$ cat src/rtl/vec_reg_stream_out_if.sv
// Valid/ready stream toward the host link: one BITS-wide word per beat,
// with a last marker qualified by valid.
interface vec_reg_stream_out_if #(
  parameter int unsigned BITS = 8
) ();
  logic [BITS-1:0] data;
  logic            valid;
  logic            ready;
  logic            last;

  modport master (output data, output valid, output last, input ready);
  modport slave  (input data, input valid, input last, output ready);
endinterface

$ cat src/rtl/vec_reg_stream_out.sv
// Vector store unit: reads one register from a vec_reg_bank read port,
// snapshots it, and streams its elements out one per beat.
// Optional feature macro: VEC_STREAM_HDR_EN -- when defined, every transfer
// starts with one length word (a zero-length vector emits just that word).
module vec_reg_stream_out #(
  parameter int unsigned BITS = 8,
  parameter int unsigned N    = 4
) (
  input  logic                    clk,
  input  logic                    rst_n,
  input  logic                    start,
  input  logic [3:0]              sel,
  output logic                    busy,
  output logic                    done,
  output logic [3:0]              bank_sel,
  output logic                    bank_en,
  input  logic [BITS-1:0]         bank_data [N-1:0],
  input  logic [7:0]              bank_len,
  vec_reg_stream_out_if.master    tx
);

  localparam int unsigned IW = $clog2(N) + 1;
  localparam int unsigned SW = (N > 1) ? $clog2(N) : 1;
  localparam int unsigned LW = 8;

  typedef enum logic [2:0] {
    IDLE,
    FETCH,
`ifdef VEC_STREAM_HDR_EN
    HDR,
`endif
    SEND,
    DONE
  } state_t;

  state_t          state;
  logic [BITS-1:0] snap [N-1:0];
  logic [LW-1:0]   len;
  logic [IW-1:0]   idx;

  logic [LW-1:0]   len_clamp_c;
  logic [IW-1:0]   idx_nxt_c;
  logic            last_nxt_c;

  // Length clamp on the bank's reported length and next-word bookkeeping.
  always_comb begin
    len_clamp_c = (bank_len > LW'(N)) ? LW'(N) : bank_len;
    idx_nxt_c   = idx + IW'(1);
    last_nxt_c  = (LW'(idx_nxt_c) == (len - LW'(1)));
  end

  // Transfer sequencer; every output is a register updated here.
  always_ff @(posedge clk or negedge rst_n) begin
    if (!rst_n) begin
      state    <= IDLE;
      busy     <= 1'b0;
      done     <= 1'b0;
      bank_sel <= 4'd0;
      bank_en  <= 1'b0;
      tx.data  <= '0;
      tx.valid <= 1'b0;
      tx.last  <= 1'b0;
      len      <= '0;
      idx      <= '0;
      for (int i = 0; i < int'(N); i++) snap[i] <= '0;
    end else begin
      done <= 1'b0;
      case (state)
        IDLE: begin
          if (start) begin
            bank_sel <= sel;
            bank_en  <= 1'b1;
            busy     <= 1'b1;
            state    <= FETCH;
          end
        end
        FETCH: begin
          bank_en <= 1'b0;
          for (int i = 0; i < int'(N); i++) snap[i] <= bank_data[i];
          len     <= len_clamp_c;
          idx     <= '0;
`ifdef VEC_STREAM_HDR_EN
          tx.data  <= BITS'(len_clamp_c);
          tx.valid <= 1'b1;
          tx.last  <= (len_clamp_c == '0);
          state    <= HDR;
`else
          if (len_clamp_c != '0) begin
            tx.data  <= bank_data[0];
            tx.valid <= 1'b1;
            tx.last  <= (len_clamp_c == LW'(1));
            state    <= SEND;
          end else begin
            done  <= 1'b1;
            state <= DONE;
          end
`endif
        end
`ifdef VEC_STREAM_HDR_EN
        HDR: begin
          if (tx.ready) begin
            if (len != '0) begin
              tx.data <= snap[0];
              tx.last <= (len == LW'(1));
              state   <= SEND;
            end else begin
              tx.valid <= 1'b0;
              tx.last  <= 1'b0;
              done     <= 1'b1;
              state    <= DONE;
            end
          end
        end
`endif
        SEND: begin
          if (tx.ready) begin
            if (tx.last) begin
              tx.valid <= 1'b0;
              tx.last  <= 1'b0;
              done     <= 1'b1;
              state    <= DONE;
            end else begin
              idx     <= idx_nxt_c;
              tx.data <= snap[SW'(idx_nxt_c)];
              tx.last <= last_nxt_c;
            end
          end
        end
        DONE: begin
          busy  <= 1'b0;
          state <= IDLE;
        end
        default: begin
          busy     <= 1'b0;
          bank_en  <= 1'b0;
          tx.valid <= 1'b0;
          tx.last  <= 1'b0;
          state    <= IDLE;
        end
      endcase
    end
  end

endmodule
$ cat src/flat_wrapper.sv
// flat-port wrapper written by rule: the top's interface ports become plain ports
module vec_reg_stream_out_flat 
#(
  parameter int unsigned BITS = 8,
  parameter int unsigned N    = 4
)
  (clk, rst_n, start, sel, busy, done, bank_sel, bank_en, bank_data, bank_len, tx_data, tx_valid, tx_last, tx_ready);
  vec_reg_stream_out_if #(.BITS(BITS)) tx_i ();
  input  logic clk;
  input  logic rst_n;
  input  logic start;
  input  logic [3:0] sel;
  output logic busy;
  output logic done;
  output logic [3:0] bank_sel;
  output logic bank_en;
  input  logic [BITS-1:0] bank_data[N-1:0];
  input  logic [7:0] bank_len;
  output wire logic [$bits(tx_i.data)-1:0] tx_data;
  output wire logic [$bits(tx_i.valid)-1:0] tx_valid;
  output wire logic [$bits(tx_i.last)-1:0] tx_last;
  input wire logic [$bits(tx_i.ready)-1:0] tx_ready;
  assign tx_data = tx_i.data;
  assign tx_valid = tx_i.valid;
  assign tx_last = tx_i.last;
  assign tx_i.ready = tx_ready;
  vec_reg_stream_out #(.BITS(BITS), .N(N)) u_core (.clk(clk), .rst_n(rst_n), .start(start), .sel(sel), .busy(busy), .done(done), .bank_sel(bank_sel), .bank_en(bank_en), .bank_data(bank_data), .bank_len(bank_len), .tx(tx_i));
endmodule
$ cat config.mk
export PLATFORM = sky130hd
export DESIGN_NAME = vec_reg_stream_out_flat
export DESIGN_NICKNAME = d
export VERILOG_FILES = /design/src/rtl/vec_reg_stream_out_if.sv /design/src/rtl/vec_reg_stream_out.sv /design/src/flat_wrapper.sv
export SDC_FILE = /design/constraint.sdc
export NUM_CORES = 1
export LEC_CHECK = 0
export BUFFER_PORTS_ARGS = -buffer_cell sky130_fd_sc_hd__buf_2
export CAP_MARGIN = 20
export CORE_ASPECT_RATIO = 1.25
export CORE_MARGIN = 1
export CORE_UTILIZATION = 35
export CTS_BUF_LIST = sky130_fd_sc_hd__clkbuf_8
export DETAILED_ROUTE_END_ITERATION = 16
export GPL_TIMING_DRIVEN = 0
export HOLD_SLACK_MARGIN = 0.12
export MAX_ROUTING_LAYER = met4
export REMOVE_ABC_BUFFERS = 1
export SLEW_MARGIN = 20
export SYNTH_ARGS = -nofsm -noshare
export SYNTH_HDL_FRONTEND = slang
export SYNTH_SLANG_ARGS = --single-unit
$ cat constraint.sdc
create_clock -name clk -period 4.26 [get_ports clk]
set_input_delay 0.426 -clock clk [delete_from_list [all_inputs] [get_ports clk]]
set_output_delay 0.426 -clock clk [all_outputs]
set_load 0.05 [all_outputs]
**After elaboration in Yosys (flattened, before gate mapping)**

Index checks and enable logic that the tools add are counted.

- Flip-flop bits (word level): 63
- Logic and storage cells: 75
- Input port bits: 48

- Reduce and logical (&&, ||, !) cells: 14
- Equal/unequal tests: 10
- Magnitude comparators: 2
- Bitwise gates (word level): 3
- $add $sub $neg: 2
- Multiplexer cells: 30

Operators with widths:

| cell | number |
|---|---|
| two-way mux 8 bit | 5 |
| binary-select mux 8 bit (select 2 bit) | 1 |
| one-hot mux 8 bit (2 select lines) | 1 |
| two-way mux 3 bit | 5 |
| two-way mux 1 bit | 11 |
| one-hot mux 3 bit (3 select lines) | 1 |
| AND reduction 3 bit | 3 |
| == test 3 x 8 -> 1 bit | 1 |
| == test 8 x 1 -> 1 bit, second input constant | 1 |
| greater-than comparator 8 x 3 -> 1 bit, second input constant | 1 |
| AND reduction 4 bit | 2 |
| nonzero test 8 bit | 1 |
| subtractor 8 x 1 -> 8 bit, second input constant | 1 |
| == test 3 x 2 -> 1 bit, second input constant | 2 |
| != test 2 bit, second input constant | 3 |
| one-hot mux 1 bit (2 select lines) | 3 |
| one-hot mux 1 bit (3 select lines) | 2 |
| one-hot mux 3 bit (2 select lines) | 1 |
| AND reduction 2 bit | 3 |
| OR reduction 2 bit | 3 |
| != test 2 x 1 -> 1 bit, second input constant | 2 |
| adder 3 x 1 -> 3 bit, second input constant | 1 |
| == test 3 x 1 -> 1 bit, second input constant | 1 |
| zero test 3 bit | 1 |
| other kinds (3) | 5 |

**Longest topological paths before layout**

Gate-level depths: netlist (run 1).

- Word-level depth: 6
- Gate-level depth with buffers: 7
- Mapped depth without buffers: 6

**Least setup slack after synthesis (run 1)**

OpenSTA, ideal clock, no wires.

- Kind: register to register
- Start: register u_core.state[0]
- End: register u_core.tx.valid
- Required time: 4.132 ns
- Period minus slack after synthesis: 1.968 ns
- Arrival time: 1.840 ns
- Buffers on the path: 1
- Slack: 2.292 ns
- Stages on the path, launching flop included: 7
- Path through: dfrtp_1 > inv_1 > ha_1 > clkdlybuf4s50_2 > o21ai_0 > nor3_1 > mux2_1

- Cells in the longest elaborated chain, start to end: 4
- Elaborated cells on any way between the ends: 11

RTL lines:

| item | RTL line | source |
|---|---|---|
| start: declaration | vec_reg_stream_out.sv:36 | `state_t state;` |
| start signal: assignment | vec_reg_stream_out.sv:55 | `state <= IDLE;` |
| start signal: assignment | vec_reg_stream_out.sv:74 | `state <= FETCH;` |
| start signal: assignment | vec_reg_stream_out.sv:92 | `state <= SEND;` |
| == test 3 x 2 -> 1 bit / zero test 3 bit (equally long branches) | vec_reg_stream_out.sv:68 | `case (state)` |
| OR reduction 2 bit (no line) | n/a |  |
| NOT 1 bit (no line) | n/a |  |
| AND reduction 4 bit (no line) | n/a |  |
| end signal: assignment | vec_reg_stream_out.sv:61 | `tx.valid <= 1'b0;` |
| end signal: assignment | vec_reg_stream_out.sv:90 | `tx.valid <= 1'b1;` |
| end signal: assignment | vec_reg_stream_out.sv:118 | `tx.valid <= 1'b0;` |
| end: declaration | vec_reg_stream_out_if.sv:11 | `modport master (output data, output valid, output last, input ready);` |

Parallel ways exist; a longest one is shown, timed or not.
A chain may end at the register's enable or synchronous reset.

**Worst setup path after layout (run 1)**

- Start: register u_core.state[1]
- End: register u_core.tx.data[6]

- Cells in the longest elaborated chain, start to end: 3
- Elaborated cells on any way between the ends: 8

RTL lines:

| item | RTL line | source |
|---|---|---|
| == test 3 x 2 -> 1 bit / == test 3 x 1 -> 1 bit (equally long branches) | vec_reg_stream_out.sv:68 |  |
| != test 2 bit (no line), or another cell as far along | n/a |  |
| AND reduction 4 bit (no line) | n/a |  |
| end signal: assignment | vec_reg_stream_out.sv:89 | `tx.data <= bank_data[0];` |
| end signal: assignment | vec_reg_stream_out.sv:124 | `tx.data <= snap[SW'(idx_nxt_c)];` |
| end: declaration | vec_reg_stream_out_if.sv:11 |  |

Parallel ways exist; a longest one is shown, timed or not.

==> run metrics, run 1 <==
status completed; clk buf depth 2; nets@finish 354; Top FF cell, synth dfrtp_1; Synth async-reset ratio 1.000; Ant. Diodes 0; final instance area 0.003646 mm²; Synth warnings 0; clock skew 0.007072 ns; post-cts resize count 0; Detailed Routing Iterations Pass 1 12; Slew @ Worst Pin 0.9199 ns; Post-synth EDFFs 0; slowest cell on the critical path ha_2; initial antenna violation count 0; top post-synthesis cells by area dfrtp_1, mux2_2, mux4_2; headroom to the max-slew limit 0.3840; max-cap viol count 0; Peak Freq 0.3549 GHz; worst hold margin 0.3143 ns; clk slew on worst S/H paths 0.07 ns; largest net degree at the start of global routing 46; Hold Path Class in2reg; slack of the critical path 1.442 ns; Psw 1.191 mW; Netlist cell types 41; # setup viols final 0; Register Area 0.001551 mm²; via/cell ratio 4.958; Placement Setup Slack 1.389 ns; Crit path arrival time 3.03 ns; Post-Layout Cell Count 402; placed cell count 385; post-synth top area share 0.5199; Int Power 1.823 mW; Finished Core Util 0.4425; LEAKAGE 1.647 nW; Multi-input gate area 0.001311 mm²; Root Buffer clkbuf_8; worst r2r src u_core.state[1]; core area 0.008240 mm²; Fin Setup TNS 0 ns; Clock Latency Late Sink 0.34 ns; Pwr Total 3.013 mW; average size of a mapped cell 12.86 µm²; crit path from u_core.state[1]; drc violations 0; switching share of power 0.3951; post-route ant nets 0; synthesized area 0.002984 mm²; Rows 37; Post-Syn Instances 232; Worst R2R Setup Slack 1.44 ns; Seq/Total Area, Yosys 0.5199; hpwl dp 4.311 mm; fraction of layout cells with a size suffix above 1 0.4656; CP peak stage delay 0.68 ns; Tmin final 2.818 ns; IO Port Bufs 64; crit share post-route 0.6614; Placed Instance Area 0.003422 mm²; Worst Setup End Kind register; Worst R2R End u_core.tx.data[6]; GRT Util Overall 0.1573; worst setup path endpoint u_core.tx.data[6]; Wirelength per Cell 14.99 µm; sequential share of power 0.337; routability cong. 0.7658; Area Overhead vs Synth 22.18%; RSZ-0062 raised after global routing false; Fillers 792; crit-path max FO 31; top-count cell post-synth dfrtp_1; Worst EP required 4.47 ns; Clock power frac 0.186; Chip Width 84.59 µm; TritonCTS clock tree built; CTS buffer count 9; die area 0.008902 mm²; crit start category register; first-pass GRT wire length 10.39 mm; Setup Crit Path Kind reg2reg; combinational share of power 0.477; Synth Register Bits 62; I/O pins 65; Critical Path, Cell by Cell inv_1 > ha_2 > nand2b_1 > nor4_4 > nand3b_2 > a211oi_2; Routed WL 6.025 mm; vias in the first global route 2206; Die H 105.2 µm; H-Tree Depth 3; Final Hold Viols 0; most frequent cells after synthesis dfrtp_1, mux2_2, inv_1; Reg2Reg Depth 6; max-slew violations 0; initial DRC count 79; largest area contributor in the netlist dfrtp_1; CTS Sinks 62; pwr/cell area 826.5 mW/mm²; via count 1993; initial core utilization 0.3621; VDD IR max 0.3056 mV; total gr overflow 0
-- how the worst min path moves through the flow --
stage | depth (start not counted) | startpoint | to
after CTS | 2 | bank_data[29] | u_core.snap[29]
after global routing | 2 | bank_data[14] | u_core.snap[14]
after floorplan | 0 | rst_n | u_core.bank_en
final | 2 | bank_data[28] | u_core.snap[28]
after global placement | 1 | u_core.len[6] | u_core.len[6]
after detailed placement | 1 | rst_n | u_core.snap[12]
-- layout by cell type (no fill, tap or decap), drive strengths merged --
| master | instances |
|---|---|
| nor4 | 2 |
| a21oi | 3 |
| clkinvlp | 1 |
| nor2b | 11 |
| clkinv | 3 |
| or2 | 2 |
| a31o | 1 |
| nor3b | 1 |
| a2bb2oi | 1 |
| a31oi | 4 |
| o311ai | 1 |
| mux2 | 37 |
| nor2 | 15 |
| nand3 | 1 |
| ha | 6 |
| o32ai | 1 |
| nor3 | 10 |
| dfrtp | 62 |
| nand2b | 2 |
| buf | 66 |
| xor2 | 4 |
| dlygate4sd3 | 1 |
| xnor2 | 2 |
| mux4 | 8 |
| nand2 | 8 |
| inv | 17 |
| o211ai | 2 |
| or4 | 1 |
| nand3b | 2 |
| o21ai | 6 |
| mux2i | 1 |
| o41ai | 1 |
| bufinv | 2 |
| or4b | 1 |
| clkbuf | 9 |
| a211oi | 9 |
| o22a | 1 |
-- logic make-up (layout without fill, tap and decap cells) --
family	Yosys count	count (layout)	share of synthesized area
buffers and inverters	26	99	0.04151
AO/OA/AOI/OAI	30	30	0.08847
XOR/XNOR	6	6	0.01761
AND/OR/NAND/NOR	56	56	0.1040
multiplexers	46	46	0.2034
adder cells (fa/ha/maj)	6	6	0.02516
flip-flops	62	62	0.5199
-- registers in the layout, summed over array words and instances (netlist names) --
signal           flops
u_core.tx.last       1
u_core.idx           3
u_core.bank_en       1
u_core.state         2
u_core.done          1
u_core.busy          1
u_core.bank_sel      4
u_core.snap         32
u_core.tx.valid      1
u_core.len           8
u_core.tx.data       8
-- power groups by stage --
stage	Combinational, mW	Sequential, mW	Clock (mW)
floorplan	0.875	1.24	0
global placement	1.41	1.02	0
detailed placement	1.46	1.03	0
CTS	1.46	1.02	0.580
global route	1.56	1.06	0.606
finish	1.44	1.02	0.560
-- routing by layer --
| metal | wire [µm] | global-route usage | up-vias |
|---|---|---|---|
| li1 | - | - | 960 |
| met1 | 2581 | 0.1802 | 977 |
| met2 | 3072 | 0.2520 | 43 |
| met3 | 228 | 0.04933 | 13 |
| met4 | 142 | 0.07264 | 0 |
| met5 | 0 | - | - |
-- timing repair --
item                                   CTS  global route
buffers inserted                         0             0
hold buffers                             1             0
endpoints found under the hold margin   17             0
-- cell type report --
| cell class | count | area share |
|---|---|---|
| multi-input cells | 144 | 0.3596 |
| clock inverters | 7 | 0.02471 |
| flip-flops and latches | 62 | 0.4255 |
| well taps | 97 | 0.03329 |
| clock buffers | 9 | 0.03397 |
| repair buffers | 67 | 0.1064 |
| inverters | 16 | 0.01647 |
-- worst max-delay path: cells and delay by family, from the launching register on --
kind            cells  cell delay [ns]
flops               1             0.41
compound gates      1             0.12
buf+inv             1             0.12
simple gates        3             1.35
fa+ha+maj           1             0.68
(Power assumes the default switching activity.)
==> run 2, diff against run 1 <==
- clock period: 4.26 -> 2.81 ns (I/O delays scaled with it)
==> run 2 against run 1 <==
Net effect: combinational power rose by 51%; design area rose by 0.62%; highest routed layer unchanged; critical path depth rose by 1; sequential share of layout area fell by 0.26 points; critical endpoint is now u_core.tx.data[7]; clock skew barely moved; register-to-register slack got worse by 1.1 ns; first-iteration DRC count rose by 16%.
==> run metrics, run 2 (synthesis gave the netlist of run 1 again) <==
total gr overflow 0; clk slew on worst S/H paths 0.07 ns; metal2 WL 3.091 mm; I/O pins 65; Biggest register u_core.snap; clock skew 0.006802 ns; die area 0.008902 mm²; clk buf depth 2; Detailed Routing Iterations Pass 1 12; placed cell count 385; Routed WL 6.070 mm; Die H 105.2 µm; Tmin final 2.499 ns; initial antenna violation count 0; switching share of power 0.3957; Peak Freq 0.4002 GHz; Int Power 2.763 mW; Post-Layout Cell Count 405; top flop regs u_core.snap: 32 flops, u_core.len: 8 flops, u_core.tx.data: 8 flops; crit start category register; Fin Setup TNS 0 ns; crit path from u_core.state[1]; hpwl dp 4.311 mm; CTS buffer count 9; IO Port Bufs 64; first-pass GRT wire length 10.41 mm; core area 0.008240 mm²; Wirelength per Cell 14.99 µm; crit share post-route 0.8893; via/cell ratio 4.956; Psw 1.810 mW; sequential share of power 0.337; Worst Setup End Kind register; max-slew violations 0; routability cong. 0.7658; vias in the first global route 2212; combinational share of power 0.477; TritonCTS clock tree built; most frequent cells in the layout buf_2, dfrtp_1, mux2_2, inv_1, nor2_1; Area Overhead vs Synth 22.94%; crit-path max FO 31; Hold Path Class in2reg; metal3 WL 239 µm; initial DRC count 92; LEAKAGE 1.664 nW; drc violations 0; Reg2Reg Depth 7; # setup viols final 0; RSZ-0062 raised after global routing false; pwr/cell area 1247 mW/mm²; max-cap viol count 0; nets@finish 357; via count 2007; status completed; headroom to the max-slew limit 0.3982; Crit path arrival time 2.75 ns; initial core utilization 0.3621; Fillers 794; worst setup path endpoint u_core.tx.data[7]; max reg flops 32; Setup Crit Path Kind reg2reg; M1 wire length 2.602 mm; Chip Width 84.59 µm; VDD IR max 0.4641 mV; Worst EP required 3.06 ns; slack of the critical path 0.3110 ns; Finished Core Util 0.4452; CTS Sinks 62; DR top layer met4; fraction of layout cells with a size suffix above 1 0.4708; most common cell after layout, fill and taps aside buf_2; Root Buffer clkbuf_8; GRT Util Overall 0.1578; Worst R2R Setup Slack 0.31 ns; post-route ant nets 0; Clock power frac 0.186; post-cts resize count 0; Rows 37; Placement Setup Slack -0.06090 ns; Slew @ Worst Pin 0.8988 ns; Worst R2R End u_core.tx.data[7]; Ant. Diodes 0; H-Tree Depth 3; Clock Latency Late Sink 0.34 ns; Final Hold Viols 0; largest net degree at the start of global routing 46; worst r2r src u_core.state[1]
run 2: cell types whose count changed in the layout (fill, tap and decap cells not counted):
cell / previous run / this run
buf_4: 1 / 4
run 2: layout make-up:
| cell class | instances | area [µm²] | area share |
|---|---|---|---|
| Timing Repair Buffer | 70 | 410.4 | 0.1119 |
| Tap cell | 97 | 121.4 | 0.03308 |
| Multi-Input combinational cell | 144 | 1311 | 0.3574 |
| Sequential cell | 62 | 1551 | 0.4229 |
| Clock buffer | 9 | 123.9 | 0.03377 |
| Clock inverter | 7 | 90.09 | 0.02456 |
| Inverter | 16 | 60.06 | 0.01637 |
run 2: worst min-delay path by stage:
stage / startpoint / to / slack [ns] / cells past startpoint
detailed placement: rst_n / u_core.snap[12] / 0.17 / 1
CTS: bank_data[29] / u_core.snap[29] / 0.15 / 2
global route: bank_data[14] / u_core.snap[14] / 0.15 / 2
global placement: u_core.len[6] / u_core.len[6] / 0.47 / 1
floorplan: rst_n / u_core.bank_en / -0.01 / 0
finish: bank_data[28] / u_core.snap[28] / 0.17 / 2
run 2: routing by layer:
layer | GRT usage | up-vias
li1 | - | 969
met1 | 0.1813 | 979
met2 | 0.2549 | 46
met3 | 0.04855 | 13
met4 | 0.06901 | 0
met5 | - | -
run 2: power by group through the flow:
stage	Sequential, mW	Combinational [mW]	Clock [mW]
2_1_floorplan	1.89	1.33	0
3_3_place_gp	1.54	2.14	0
3_5_place_dp	1.56	2.22	0
4_1_cts	1.55	2.22	0.879
5_1_grt	1.60	2.37	0.919
6_report	1.54	2.18	0.851
run 2: what timing repair did:
action / 4_1_cts / 5_1_grt
endpoints found under the setup margin: 9 / 0
hold buffers: 1 / 0
endpoints found under the hold margin: 36 / 0
setup buffers: 3 / 0
run 2: worst max-delay path: stages (launching register included):
cell      delay (ns)
dfrtp_1         0.41
inv_1           0.12
ha_2            0.68
nand2b_1        0.27
nor4_4          0.40
buf_4           0.24
nor3_1          0.07
a211oi_2        0.22
run 2: through the flow:
step / area (µm²) / total power [mW] / hold WS [ns]
after CTS: 3669 / 4.647 / 0.1476
after detailed placement: 3422 / 3.780 / 0.1748
after global placement: 3362 / 3.681 / 0.4742
after global routing: 3669 / 4.892 / 0.1494
after floorplan: 2920 / 3.213 / -0.01459
final: 3669 / 4.573 / 0.1687
==> run 3, diff against run 2 <==
- CORE_ASPECT_RATIO: 1.25 -> 0.9
==> run 3 against run 2 <==
Net effect: sequential cell count unchanged; design area down 0.75%; non-clock buffer count down 1; die area about the same.
==> run metrics, run 3 (synthesis gave the netlist of run 1 again) <==
status completed; vias in the first global route 1981; largest net degree at the start of global routing 52; Fillers 800; Placement Setup Slack -0.05841 ns; first-pass GRT wire length 10.13 mm; most frequent cells in the layout buf_2, dfrtp_1, mux2_2, inv_1, nor2_1; fraction of layout cells with a size suffix above 1 0.4691; clock skew 0.008527 ns; Biggest register u_core.snap; IO Port Bufs 64; crit-path max FO 28; clk buf depth 2; Clock Latency Late Sink 0.34 ns; RSZ-0062 raised after global routing false; nets@finish 356; headroom to the max-slew limit 0.4139; Register Area 0.001551 mm²; Crit path arrival time 2.77 ns; Root Buffer clkbuf_8; via/cell ratio 4.906; core area 0.008145 mm²; Ant. Diodes 0; Detailed Routing Iterations Pass 1 4; # setup viols final 0; slack of the critical path 0.2934 ns; Chip Width 99.33 µm; Routed WL 6.141 mm; CTS buffer count 9; Final Hold Viols 0; max reg flops 32; Rows 31; Buf/Inv on CP 2; clk slew on worst S/H paths 0.07 ns; final instance area 0.003641 mm²; drc violations 0; Worst R2R Setup Slack 0.29 ns; hpwl dp 4.084 mm; Tmin final 2.517 ns; Placed Instance Area 0.003417 mm²; Multi-input gate area 0.001311 mm²; LEAKAGE 1.652 nW; Worst EP required 3.07 ns; family with the most delay on the worst path compound AO/OA/AOI/OAI gates; most common cell after layout, fill and taps aside buf_2; CP peak stage delay 0.66 ns; Area Overhead vs Synth 22.01%; Wirelength per Cell 15.13 µm; total gr overflow 0; Pwr Total 4.499 mW; TritonCTS clock tree built; Hold Path Class in2reg; top flop regs u_core.snap: 32 flops, u_core.len: 8 flops, u_core.tx.data: 8 flops; Post-Layout Cell Count 406; crit start category register; routability cong. 0.7467; Critical Path, Cell by Cell inv_1 > ha_2 > buf_12 > nand2b_1 > o41ai_4 > nor2_1 > a211oi_2; max-cap viol count 0; post-route ant nets 0; die area 0.008900 mm²; CTS Sinks 62; Slew @ Worst Pin 0.8753 ns; initial core utilization 0.3664; max-slew violations 0; I/O pins 65; initial DRC count 74; slowest cell on the critical path o41ai_4; via count 1992; placed cell count 387; crit share post-route 0.8956; initial antenna violation count 0; Peak Freq 0.3974 GHz; Fin Setup TNS 0 ns; Setup Crit Path Kind reg2reg; Die H 89.60 µm; GRT Util Overall 0.1584; Worst Setup End Kind register; pwr/cell area 1236 mW/mm²; H-Tree Depth 3; VDD IR max 0.4295 mV
-- run 3: through the flow --
| stage | hold WS, ns | util |
|---|---|---|
| after detailed placement | 0.1442 | 0.4195 |
| after global routing | 0.1457 | 0.4470 |
| after CTS | 0.1480 | 0.4470 |
| after global placement | 0.4767 | 0.4131 |
| after floorplan | -0.01459 | - |
| final | 0.1630 | 0.4470 |
-- run 3: layer usage --
| metal | global-route usage | wire length [µm] | vias up | share of wire |
|---|---|---|---|---|
| met5 | - | 0 | - | 0 |
| met3 | 0.05495 | 306 | 5 | 0.050 |
| li1 | - | - | 970 | - |
| met4 | 0.04011 | 40 | 0 | 0.0065 |
| met2 | 0.2323 | 2721 | 48 | 0.44 |
| met1 | 0.2104 | 3073 | 969 | 0.50 |
-- run 3: final timing paths --
| path | from | to | cells past startpoint |
|---|---|---|---|
| worst min-delay path | bank_data[24] | u_core.snap[24] | 2 |
| min in group asynchronous | rst_n | u_core.snap[9] | 2 |
| max in group asynchronous | rst_n | u_core.snap[5] | 3 |
| worst max register to register | u_core.state[1] | u_core.tx.data[0] | 7 |
| worst min register to register | u_core.len[7] | u_core.len[7] | 1 |
| worst max-delay path | u_core.state[1] | u_core.tx.data[0] | 7 |
-- run 3: worst reg2reg max path, cell delays in order, from the launching register on --
cell,delay [ns]
dfrtp_1,0.40
inv_1,0.10
ha_2,0.53
buf_12,0.25
nand2b_1,0.17
o41ai_4,0.66
nor2_1,0.11
a211oi_2,0.21
-- run 3: layout make-up --
cell class                      instances  share of cell area
Inverter                               16             0.01649
Timing Repair Buffer                   69              0.1086
Clock buffer                           10             0.03780
Multi-Input combinational cell        144              0.3601
Tap cell                               99             0.03402
Sequential cell                        62              0.4261
Clock inverter                          6             0.01684
-- run 3: power breakdown --
| group | internal, mW | switching [mW] | leakage (nW) |
|---|---|---|---|
| registers | 1.29 | 0.241 | 0.747 |
| clock network | 0.432 | 0.359 | 0.108 |
| logic | 0.968 | 1.21 | 0.798 |
| total | 2.69 | 1.81 | 1.65 |
-- run 3: what timing repair did --
item                                   in CTS  in global routing
resized for setup                           0                  0
buffers inserted                            2                  0
setup endpoints to repair                   8                  0
endpoints found under the hold margin      62                  0
hold buffers                                1                  0
